==> src/rtl/slice_seq_if.sv <==
// Handshake bundle between the slice sequencer and its environment
// (top-level start/done, slice memory read port, datapath controls, writer).
interface slice_seq_if #(
    parameter int unsigned CW = 6
) ();
    logic          start;
    logic          dir;
    logic          abort;
    logic          wr_ready;
    logic          rd_en;
    logic [CW-1:0] rd_addr;
    logic          sel;
    logic          reg_en;
    logic          wr_en;
    logic [CW-1:0] cur_idx;
    logic          busy;
    logic          done;

    modport master (
        input  start, dir, abort, wr_ready,
        output rd_en, rd_addr, sel, reg_en, wr_en, cur_idx, busy, done
    );

    modport slave (
        output start, dir, abort, wr_ready,
        input  rd_en, rd_addr, sel, reg_en, wr_en, cur_idx, busy, done
    );
endinterface

==> src/rtl/slice_seq_ctrl.sv <==
// Sequencer for the slice encoder datapath: per slice index it reads memory,
// latches the slice, recirculates it PASSES times and hands it to the writer.
module slice_seq_ctrl #(
    parameter int unsigned SLICES = 64,
    parameter int unsigned CW     = 6,
    parameter int unsigned PASSES = 1
) (
    input  logic        clk,
    input  logic        rst,
    slice_seq_if.master bus
);
    localparam int unsigned PW = 8;

    localparam logic [2:0] S_IDLE    = 3'd0;
    localparam logic [2:0] S_READ    = 3'd1;
    localparam logic [2:0] S_LATCH   = 3'd2;
    localparam logic [2:0] S_COMPUTE = 3'd3;
    localparam logic [2:0] S_WRITE   = 3'd4;
    localparam logic [2:0] S_DONE    = 3'd5;

    localparam logic [CW-1:0] IDX_LAST  = CW'(SLICES - 1);
    localparam logic [PW-1:0] PASS_LAST = PW'(PASSES - 1);

    logic [2:0]    state_q, state_d;
    logic [CW-1:0] idx_q, idx_d;
    logic [PW-1:0] pass_q, pass_d;
    logic          dir_q, dir_d;
    logic          at_term;

    logic rd_en_q, rd_en_d;
    logic sel_q, sel_d;
    logic reg_en_q, reg_en_d;
    logic wr_en_q, wr_en_d;
    logic busy_q, busy_d;
    logic done_q, done_d;

    // Terminal index depends on the direction captured at start.
    always_comb begin
        at_term = dir_q ? (idx_q == IDX_LAST) : (idx_q == '0);
    end

    // Next-state and next-output logic; abort outranks any WRITE transfer.
    always_comb begin
        state_d = state_q;
        idx_d   = idx_q;
        pass_d  = pass_q;
        dir_d   = dir_q;

        if (bus.abort && (state_q != S_IDLE)) begin
            state_d = S_IDLE;
        end else begin
            case (state_q)
                S_IDLE: begin
                    if (bus.start) begin
                        dir_d   = bus.dir;
                        idx_d   = bus.dir ? '0 : IDX_LAST;
                        pass_d  = '0;
                        state_d = S_READ;
                    end
                end
                S_READ: begin
                    state_d = S_LATCH;
                end
                S_LATCH: begin
                    pass_d  = PW'(1);
                    state_d = (PASSES == 1) ? S_WRITE : S_COMPUTE;
                end
                S_COMPUTE: begin
                    pass_d = pass_q + PW'(1);
                    if (pass_q == PASS_LAST) begin
                        state_d = S_WRITE;
                    end
                end
                S_WRITE: begin
                    if (bus.wr_ready) begin
                        if (at_term) begin
                            state_d = S_DONE;
                        end else begin
                            idx_d   = dir_q ? (idx_q + CW'(1)) : (idx_q - CW'(1));
                            state_d = S_READ;
                        end
                    end
                end
                S_DONE: begin
                    state_d = S_IDLE;
                end
                default: begin
                    state_d = S_IDLE;
                end
            endcase
        end

        rd_en_d  = (state_d == S_READ);
        sel_d    = (state_d == S_COMPUTE);
        reg_en_d = (state_d == S_LATCH) || (state_d == S_COMPUTE);
        wr_en_d  = (state_d == S_WRITE);
        busy_d   = (state_d != S_IDLE);
        done_d   = (state_d == S_DONE);
    end

    always_ff @(posedge clk or posedge rst) begin
        if (rst) begin
            state_q  <= S_IDLE;
            idx_q    <= '0;
            pass_q   <= '0;
            dir_q    <= 1'b0;
            rd_en_q  <= 1'b0;
            sel_q    <= 1'b0;
            reg_en_q <= 1'b0;
            wr_en_q  <= 1'b0;
            busy_q   <= 1'b0;
            done_q   <= 1'b0;
        end else begin
            state_q  <= state_d;
            idx_q    <= idx_d;
            pass_q   <= pass_d;
            dir_q    <= dir_d;
            rd_en_q  <= rd_en_d;
            sel_q    <= sel_d;
            reg_en_q <= reg_en_d;
            wr_en_q  <= wr_en_d;
            busy_q   <= busy_d;
            done_q   <= done_d;
        end
    end

    assign bus.rd_en   = rd_en_q;
    assign bus.rd_addr = idx_q;
    assign bus.sel     = sel_q;
    assign bus.reg_en  = reg_en_q;
    assign bus.wr_en   = wr_en_q;
    assign bus.cur_idx = idx_q;
    assign bus.busy    = busy_q;
    assign bus.done    = done_q;
endmodule

==> src/flat_wrapper.sv <==
// flat-port wrapper written by rule: the top's interface ports become plain ports
module slice_seq_ctrl_flat 
#(
    parameter int unsigned SLICES = 64,
    parameter int unsigned CW     = 6,
    parameter int unsigned PASSES = 1
)
  (clk, rst, bus_start, bus_dir, bus_abort, bus_wr_ready, bus_rd_en, bus_rd_addr, bus_sel, bus_reg_en, bus_wr_en, bus_cur_idx, bus_busy, bus_done);
  slice_seq_if #(.CW(CW)) bus_i ();
  input  logic clk;
  input  logic rst;
  input wire logic [$bits(bus_i.start)-1:0] bus_start;
  input wire logic [$bits(bus_i.dir)-1:0] bus_dir;
  input wire logic [$bits(bus_i.abort)-1:0] bus_abort;
  input wire logic [$bits(bus_i.wr_ready)-1:0] bus_wr_ready;
  output wire logic [$bits(bus_i.rd_en)-1:0] bus_rd_en;
  output wire logic [$bits(bus_i.rd_addr)-1:0] bus_rd_addr;
  output wire logic [$bits(bus_i.sel)-1:0] bus_sel;
  output wire logic [$bits(bus_i.reg_en)-1:0] bus_reg_en;
  output wire logic [$bits(bus_i.wr_en)-1:0] bus_wr_en;
  output wire logic [$bits(bus_i.cur_idx)-1:0] bus_cur_idx;
  output wire logic [$bits(bus_i.busy)-1:0] bus_busy;
  output wire logic [$bits(bus_i.done)-1:0] bus_done;
  assign bus_i.start = bus_start;
  assign bus_i.dir = bus_dir;
  assign bus_i.abort = bus_abort;
  assign bus_i.wr_ready = bus_wr_ready;
  assign bus_rd_en = bus_i.rd_en;
  assign bus_rd_addr = bus_i.rd_addr;
  assign bus_sel = bus_i.sel;
  assign bus_reg_en = bus_i.reg_en;
  assign bus_wr_en = bus_i.wr_en;
  assign bus_cur_idx = bus_i.cur_idx;
  assign bus_busy = bus_i.busy;
  assign bus_done = bus_i.done;
  slice_seq_ctrl #(.SLICES(SLICES), .CW(CW), .PASSES(PASSES)) u_core (.clk(clk), .rst(rst), .bus(bus_i));
endmodule
==> config.mk <==
export PLATFORM = sky130hd
export DESIGN_NAME = slice_seq_ctrl_flat
export DESIGN_NICKNAME = d
export VERILOG_FILES = /design/src/rtl/slice_seq_if.sv /design/src/rtl/slice_seq_ctrl.sv /design/src/flat_wrapper.sv
export SDC_FILE = /design/constraint.sdc
export NUM_CORES = 1
export LEC_CHECK = 0
export BUFFER_PORTS_ARGS = -buffer_cell sky130_fd_sc_hd__buf_2
export CAP_MARGIN = 20
export CORE_UTILIZATION = 60
export DETAILED_ROUTE_END_ITERATION = 10
export PLACE_DENSITY = 0.84
export SETUP_SLACK_MARGIN = 0.3
export SLEW_MARGIN = 10
export SYNTH_ARGS = -nofsm -noshare
export SYNTH_HDL_FRONTEND = slang
export SYNTH_SLANG_ARGS = --single-unit
==> constraint.sdc <==
create_clock -name clk -period 3.6 [get_ports clk]
set_input_delay 0.18 -clock clk [delete_from_list [all_inputs] [get_ports clk]]
set_output_delay 0.18 -clock clk [all_outputs]
set_load 0.01 [all_outputs]
==> Word-level counts from Yosys, hierarchy flattened <==
Index checks and enable logic that the tools add are counted.
{ "op_classes": {"addsub": 3, "eq_ne": 13, "muxes": 15, "bitwise": 1, "reduce_logical": 12} }
{ "op_table": {"columns": ["cell", "n"], "rows": [
  ["$mux 6", 5],
  ["$pmux 8 s3", 1],
  ["$mux 3", 5],
  ["$pmux 3 s5", 1],
  ["$eq 3x2->1 const B", 4],
  ["$pmux 6 s2", 1],
  ["$eq 3x3->1 const B", 3],
  ["$reduce_bool 3->1", 3],
  ["$add 8x1->8 const B", 1],
  ["$logic_not 8->1", 1],
  ["$mux 8", 1],
  ["$add 6x1->6 const B", 1],
  ["$eq 3x1->1 const B", 2],
  ["$eq 6x6->1 const B", 1],
  ["$logic_not 6->1", 1],
  ["$ne 2x2->1 const B", 3],
  ["$reduce_and 3->1", 2],
  ["$sub 6x1->6 const B", 1],
  ["$reduce_and 5->1", 1],
  ["$logic_not 3->1", 1],
  ["$reduce_bool 2->1", 1],
  ["$logic_and 1x1->1", 1],
  ["$logic_or 1x1->1", 1],
  ["$mux 1", 1],
  ["$not 1->1", 1]
]} }
{ "word_totals": {"register_bits": 24, "in_bits": 6, "wordCells": 54} }

==> Longest topological paths before layout <==
Gate-level depths: netlist (run 1).
{ "logic_depth": {"word_depth": 8, "mapped_depth": 7} }

==> Worst setup path before layout (run 1) <==
No wires, ideal clock.
{ "synth_path": {"kind": "register -> register", "from": "register u_core.dir_q", "to": "register u_core.idx_q[5] (netlist: u_core.bus.cur_idx[5])", "setup_ns": 0.094, "arrival_ns": 2.012, "setup_slack_ns": 1.494, "path_stages_with_launch": 8, "path_buffers": 0, "synth_period_minus_slack_ns": 2.106, "cell_sequence": "dfrtp_1 -> inv_1 -> ha_1 -> a211oi_1 -> nor4b_1 -> a2111oi_1 -> o211ai_1 -> a221oi_2"} }
{ "synth_via": {"elab_chain_cells": 4} }
{ "synth_rtl": {"columns": ["element", "line_no", "source"], "rows": [
  ["start: declaration", "slice_seq_ctrl.sv:27", "logic dir_q, dir_d;"],
  ["start signal: assignment", "slice_seq_ctrl.sv:117", "dir_q <= dir_d;"],
  ["$mux 6", "slice_seq_ctrl.sv:79", "idx_d = dir_q ? (idx_q + CW'(1)) : (idx_q - CW'(1));"],
  ["$mux 6", "slice_seq_ctrl.sv:76", "if (at_term) begin"],
  ["$mux 6", "slice_seq_ctrl.sv:75", "if (bus.wr_ready) begin"],
  ["$pmux 6 s2", "slice_seq_ctrl.sv:52", "case (state_q)"],
  ["end signal: assignment", "slice_seq_ctrl.sv:115", "idx_q <= idx_d;"],
  ["end: declaration", "slice_seq_ctrl.sv:25", "logic [CW-1:0] idx_q, idx_d;"]
]} }
Parallel ways exist; a longest one is shown, timed or not. The select of a mux whose other input is x is not followed.
A chain may end at the register's enable or synchronous reset.

==> Worst setup path after layout (run 1) <==
Ends and elaborated chain as after synthesis.

==> summary.txt, run 1 <==
Placed design
  – Post-detailed-placement cell area: between 1500 and 2000 µm²
  – Number of placed instances with taps included: 194
  – IO buf count: 23
  – Final RePlAce weighted congestion: ~0.85
  – Setup Slack @ Placement: 1.12 ns
  – HPWL after detailed placement: 2290 µm

Critical path
  – Critical Path RT: 3.83 ns
  – Type of the worst setup path: reg -> reg
  – Critical path capture point type: register
  – Capturing point of the worst reg2reg path: u_core.bus.cur_idx[5]
  – Critical Path Start Type: register
  – Maximum fanout count along the critical path: 7
  – Data arrival at the endpoint of the critical path: between 2 and 3 ns
  – Reg-to-reg setup timing slack: 1.06 ns
  – Worst Reg-to-Reg Cells: 7
  – Reg2Reg Launch Point: u_core.dir_q

Layout
  – Non-filler instance count after layout: 198
  – FF/Latch Area: between 600 and 700 µm²
  – Fill cell instance count of the final layout: 182
  – Area delta synth->final: 8.34%
  – Post-layout utilization of the core: 70.6%
  – Final instance area: about 1600 µm²
  – Top library cells by usage in the layout, fill and taps aside: dfrtp_1, buf_2, nand2_1
  – # nets final: 184
  – Multi-input gate area in the final layout: roughly 770 µm²
  – Count of antenna diodes in the layout: 0
  – Most common library cell in the layout ignoring fill and taps: dfrtp_1
  – Share of post-route cells with drive strength above 1: 22.9%

Yosys
  – Simple-gate portion of the synthesized area: 21.5%
  – Complex-gate fraction of the synthesized area: roughly 18%
  – Netlist Area Pre-Place: approximately 1500 µm²
  – Synth warn: 0
  – Synthesized-area fraction occupied by adder cells: under 10%
  – Total of flip-flops plus latches after synthesis: 24
  – Synthesized netlist cell count: 153
  – Syn Area/Cell: ~9.6 µm²
  – Main combinational cell family by area after synthesis: simple AND/OR/NAND/NOR gates
  – Fraction of synthesized area in multiplexers: 3.06%
  – Number of distinct library cell variants in the gate-level netlist after synthesis: 46
  – Net Count, Synth: roughly 170
  – Share of synthesized area occupied by flip-flops and latches: 40.9%
  – XOR/XNOR share of the synthesized area: 3.57%

Routing
  – Routed wire length per instance: 15.4 µm
  – DRT Pass-1 Iters: 4
  – Via Count: 1212
  – Mean number of vias per cell: about 6
  – Residual DRC: 0
  – Antenna-violating nets left: 0
  – 1st-iter DRT viols: 26
  – Routed wire length: 3050 µm

Clock tree
  – TritonCTS clock tree: done
  – Clock latency of the later-clocked register in the worst-skew pair: 0.31 ns
  – Root Buffer Master: clkbuf_4
  – Number of buffers on the longest clock path: 2
  – CTS sink count: 24
  – Number of buffers added by the clock tree synthesis step: 3
  – Post-CTS resize count: 0
  – Post-CTS repair timing setup buffer count: 0
  – H-tree lvl count: 1
  – Clock input transition at the sequential cells of the worst setup and hold paths: 0.14 ns
  – Cts hold-fix bufs: 0

Global routing
  – Global route overflow: 0
  – Initial antenna violation count: 0
  – Pin count of the biggest net entering global routing: 25
  – Via count of the first global-routing pass: between 1000 and 1500
  – Total Routing Usage GR: 25.9%
  – First-pass GRT wire length: 5130 µm

Power
  – Static Leakage: 0.739 nW
  – Power per cell area: roughly 850 nW/µm²
  – Total power: 1.36 mW
  – Worst vdd ir: 0.000684 V

Status
  – Result of the run: complete, no violations

STA
  – Measured slew at the worst slew-check pin: 0.925 ns
  – Setup clock skew after layout: approximately 0.0065 ns
  – Worst Slack Setup Final: approximately 1.1 ns
  – Ratio of final minimum period to clock period: 70.6%
  – Number of pins with negative max-slew slack in the final report: 0
  – Setup repair after global routing missed its margin: false
  – Final hold violation count: 0
  – Post-Route Setup TNS: 0 ns
  – Hold slack final: 0.0393 ns
  – Shortest period the worst path allows: between 2 and 3 ns
  – Fmax: 394 MHz
  – Tightest slew margin relative to the limit: 38.2%
  – Total of endpoints with negative setup slack in the final report: 0

Floorplanning
  – Row count: 17
  – Die X: 51.5 µm
  – Die Footprint: 2650 µm²
  – Number of placed I/O pins: 24
  – Die Height: 51.5 µm
  – CORE AREA: 2250 µm²
  – Initial core utilization: 65.2%

Min path
  – Classification of the worst-slack hold path: in -> async

Flow run
  – Number of maximum-capacitance violations: 0
critical path, stage by stage (launching register included):
cell and delay (ns):
dfrtp_1 0.48, inv_1 0.18, ha_1 0.33, a211oi_1 0.39
nor4b_1 0.12, a2111oi_1 0.56, o211ai_1 0.17, a221oi_2 0.23
worst max path at each step:
stage	start	to	slack (ns)
after detailed placement	u_core.dir_q	u_core.bus.cur_idx[5]	1.12
after floorplan	u_core.dir_q	u_core.bus.cur_idx[5]	1.49
after CTS	u_core.dir_q	u_core.bus.cur_idx[5]	1.08
after global placement	u_core.dir_q	u_core.bus.cur_idx[5]	1.38
final	u_core.dir_q	u_core.bus.cur_idx[5]	1.06
after global routing	u_core.dir_q	u_core.bus.cur_idx[5]	0.93
sequential cells by signal, summed over array words and instances (netlist names):
name,count
u_core.pass_q,8
u_core.bus.cur_idx,6
u_core.state_q,3
u_core.bus.busy,1
u_core.bus.done,1
u_core.bus.rd_en,1
u_core.bus.reg_en,1
u_core.bus.sel,1
u_core.bus.wr_en,1
u_core.dir_q,1
kinds of logic (layout without fill, tap and decap cells):
family / count (synthesis) / after routing
AOI/OAI and AO/OA: 38 / 38
DFF: 24 / 24
and+or+nand+nor: 54 / 54
xor gates and xnor gates: 6 / 6
muxes: 4 / 4
buffers and inverters: 20 / 37
adders and majority gates: 7 / 7
where the power goes:
group / switching (mW) / internal [mW]
clock network: 0.0825 / 0.0618
registers: 0.125 / 0.349
logic: 0.417 / 0.324
final cells by class:
| cell class | instances | area share (%) |
|---|---|---|
| Clock buffer | 4 | 2.28 |
| Inverter | 10 | 2.36 |
| Multi-Input combinational cell | 109 | 48.2 |
| Sequential cell | 24 | 37.7 |
| Tap cell | 28 | 2.20 |
| Timing Repair Buffer | 23 | 7.23 |
cells in the mapped netlist (all sizes together):
master    n  area [µm²]
nand2b    2        12.5
nor3b     3        22.5
o21a      2        15.0
nand3     5        25.0
a21oi     7        38.8
nand4     2        12.5
xnor2     4        35.0
o31ai     6        45.0
and4      1        11.3
xor2      2        17.5
o21ai    11        58.8
o21bai    1        7.51
nor4b     2        17.5
clkbuf    1        3.75
nor3      2        10.0
and3      1        6.26
o31a      1        8.76
or2       1        6.26
nor4      2        25.0
o211ai    1        7.51
a21o      2        15.0
a41oi     1        8.76
a211o     1        8.76
buf       9        60.1
nand2    11        41.3
o22ai     1        6.26
nand3b    3        22.5
a2111oi   1        10.0
or4b      1        10.0
nor2      9        36.3
ha        6        75.1
fa        1        20.0
and2      3        18.8
or4       1        7.51
inv      10        37.5
dfrtp    24         601
a31oi     1        6.26
nor2b     5        31.3
mux2      4        45.0
a211oi    1        7.51
a221oi    1        15.0
metal layers:
layer / track usage (%) / share of wire [%] / vias up
met3: 2.63 / 3.0 / 6
met1: 33.7 / 45 / 598
met2: 45.7 / 51 / 30
li1: - / - / 578
met4: 7.21 / 0.89 / 0
met5: 0 / 0 / -
Note: power is estimated with default switching activity, not from simulation.
==> run 2: changes to the inputs <==
Settings changed: CORE_UTILIZATION 60 to 50, PLACE_DENSITY 0.84 to 0.75.
Clock period 3.6 ns to 2.3 ns, I/O delays scaled along.
==> run 2 against run 1 <==
  * Critical path depth shrank 2
  * Flip-flop and latch count stayed put
  * Maximum frequency up 30%
  * Largest cell class unchanged
  * Clock-buffer cell count unchanged
==> summary.txt, run 2 (synthesis gave the netlist of run 1 again) <==
Status
  – Result of the run: complete, no violations

Clock tree
  – TritonCTS clock tree: done
  – CTS sink count: 24
  – Number of buffers on the longest clock path: 2
  – Root Buffer Master: clkbuf_4
  – Number of buffers added by the clock tree synthesis step: 3
  – Clock latency of the later-clocked register in the worst-skew pair: ~0.32 ns
  – Clock input transition at the sequential cells of the worst setup and hold paths: 0.14 ns
  – H-tree lvl count: 1

Floorplanning
  – Initial core utilization: 52.9%
  – Die Footprint: 3160 µm²
  – CORE AREA: 2780 µm²
  – Die X: around 56 µm
  – Number of placed I/O pins: 24
  – Row count: 19
  – Die Height: 56.2 µm

Routing
  – Mean number of vias per cell: 5.74
  – Via Count: 1211
  – Routed wire length: 3100 µm
  – Wire length on met2: 1480 µm
  – Highest routed layer: met4
  – Routed wire length per instance: 14.7 µm
  – WL met3: between 100 and 150 µm
  – Antenna-violating nets left: 0
  – Residual DRC: 0
  – Routed length on met1: 1470 µm
  – DRT Pass-1 Iters: 4
  – 1st-iter DRT viols: 26

Layout
  – Count of antenna diodes in the layout: 0
  – Fill cell instance count of the final layout: ~230
  – Share of post-route cells with drive strength above 1: 35.6%
  – # nets final: 194
  – Most common library cell in the layout ignoring fill and taps: buf_2
  – Final instance area: 1780 µm²
  – Area delta synth->final: 20.8%
  – Flip-flop count of the largest register, all copies and words added: 8
  – Largest Register: u_core.pass_q
  – Top library cells by usage in the layout, fill and taps aside: buf_2, dfrtp_1, nand2_1

Global routing
  – Total Routing Usage GR: 21.8%
  – Global route overflow: 0
  – Initial antenna violation count: 0
  – First-pass GRT wire length: 5410 µm
  – Via count of the first global-routing pass: ~1200
  – Pin count of the biggest net entering global routing: 19

Power
  – Total power: 2.43 mW
  – Worst vdd ir: 0.00119 V
  – Power per cell area: 1370 nW/µm²
  – Static Leakage: 0.794 nW

STA
  – Number of pins with negative max-slew slack in the final report: 0
  – Fmax: about 500 MHz
  – Tightest slew margin relative to the limit: 52.5%
  – Ratio of final minimum period to clock period: 85.2%
  – Final hold violation count: 0
  – Post-Route Setup TNS: 0 ns
  – Measured slew at the worst slew-check pin: 0.712 ns
  – Setup clock skew after layout: 0.0130 ns
  – Setup repair after global routing missed its margin: true
  – Shortest period the worst path allows: roughly 2.0 ns
  – Total of endpoints with negative setup slack in the final report: 0
  – Hold slack final: 0.0729 ns

Placed design
  – Post-detailed-placement cell area: 1610 µm²
  – IO buf count: 23
  – HPWL after detailed placement: 2200 µm
  – Final RePlAce weighted congestion: a little under 0.9

Critical path
  – Critical Path RT: 2.51 ns
  – Type of the worst setup path: reg -> reg
  – Critical Path Start Type: register
  – Data arrival at the endpoint of the critical path: approximately 2.2 ns
  – Maximum fanout count along the critical path: 6
  – Critical path capture point type: register

Flow run
  – Number of maximum-capacitance violations: 0

Min path
  – Classification of the worst-slack hold path: in -> reg
## run 2: cell count changes in the layout (fill, tap and decap cells not counted), sizes merged
cell | before | now
buf | 23 | 32
dlygate4sd3 | 0 | 1
## run 2: final timing paths
path	startpoint	end	slack, ns	depth (start not counted)
hold / removal	bus_dir	u_core.dir_q	0.07	3
setup / recovery	u_core.bus.cur_idx[3]	u_core.bus.cur_idx[2]	0.34	5
setup reg to reg	u_core.bus.cur_idx[3]	u_core.bus.cur_idx[2]	0.34	5
min in group asynchronous	rst	u_core.bus.cur_idx[4]	0.24	3
max in group asynchronous	rst	u_core.bus.cur_idx[1]	1.54	4
hold reg to reg	u_core.pass_q[4]	u_core.pass_q[4]	0.53	1
## run 2: repair_timing
item                       CTS  global route
resized for setup            7             9
hold endpoints to repair     6             0
setup endpoints to repair    5             7
hold buffers                 1             0
pin swaps                    1             3
buffers inserted             2             5
## run 2: routing by layer
layer / track usage, % / vias to the layer above
met5: 0 / -
met4: 7.67 / 0
met3: 3.26 / 4
met2: 34.9 / 30
met1: 30.2 / 582
li1: - / 595
## run 2: area by class of cell
class / count / area, µm² / share of cell area, %
sequential: 24 / 606 / 34.1
timing repair buffer: 33 / 193 / 10.9
clock buffer: 4 / 26.3 / 1.48
inverter: 10 / 42.5 / 2.40
multi-input combinational: 109 / 870 / 49.0
tap: 31 / 38.8 / 2.18
## run 2: through the flow
step                util, %  cells  setup slack, ns
global route           63.8    211            0.278
global placement       57.9    199            0.252
floorplan                 -    153            0.349
finish                 63.8    211            0.341
detailed placement     57.9    199            0.183
CTS                    61.0    206            0.295
## run 2: worst max-delay path: stages, from the launching register on
cell and delay [ns]:
dfrtp_2 0.48, or4_4 0.54, nor4_2 0.20, o21ai_2 0.15, nand2_2 0.13, mux2_2 0.35
## run 2: power breakdown
part           leakage, nW  total [mW]  internal (mW)  switching, mW
logic                0.470        1.49          0.732          0.762
registers            0.309       0.738          0.554          0.184
clock network       0.0150       0.196         0.0679          0.129
total                0.794        2.43           1.35           1.08
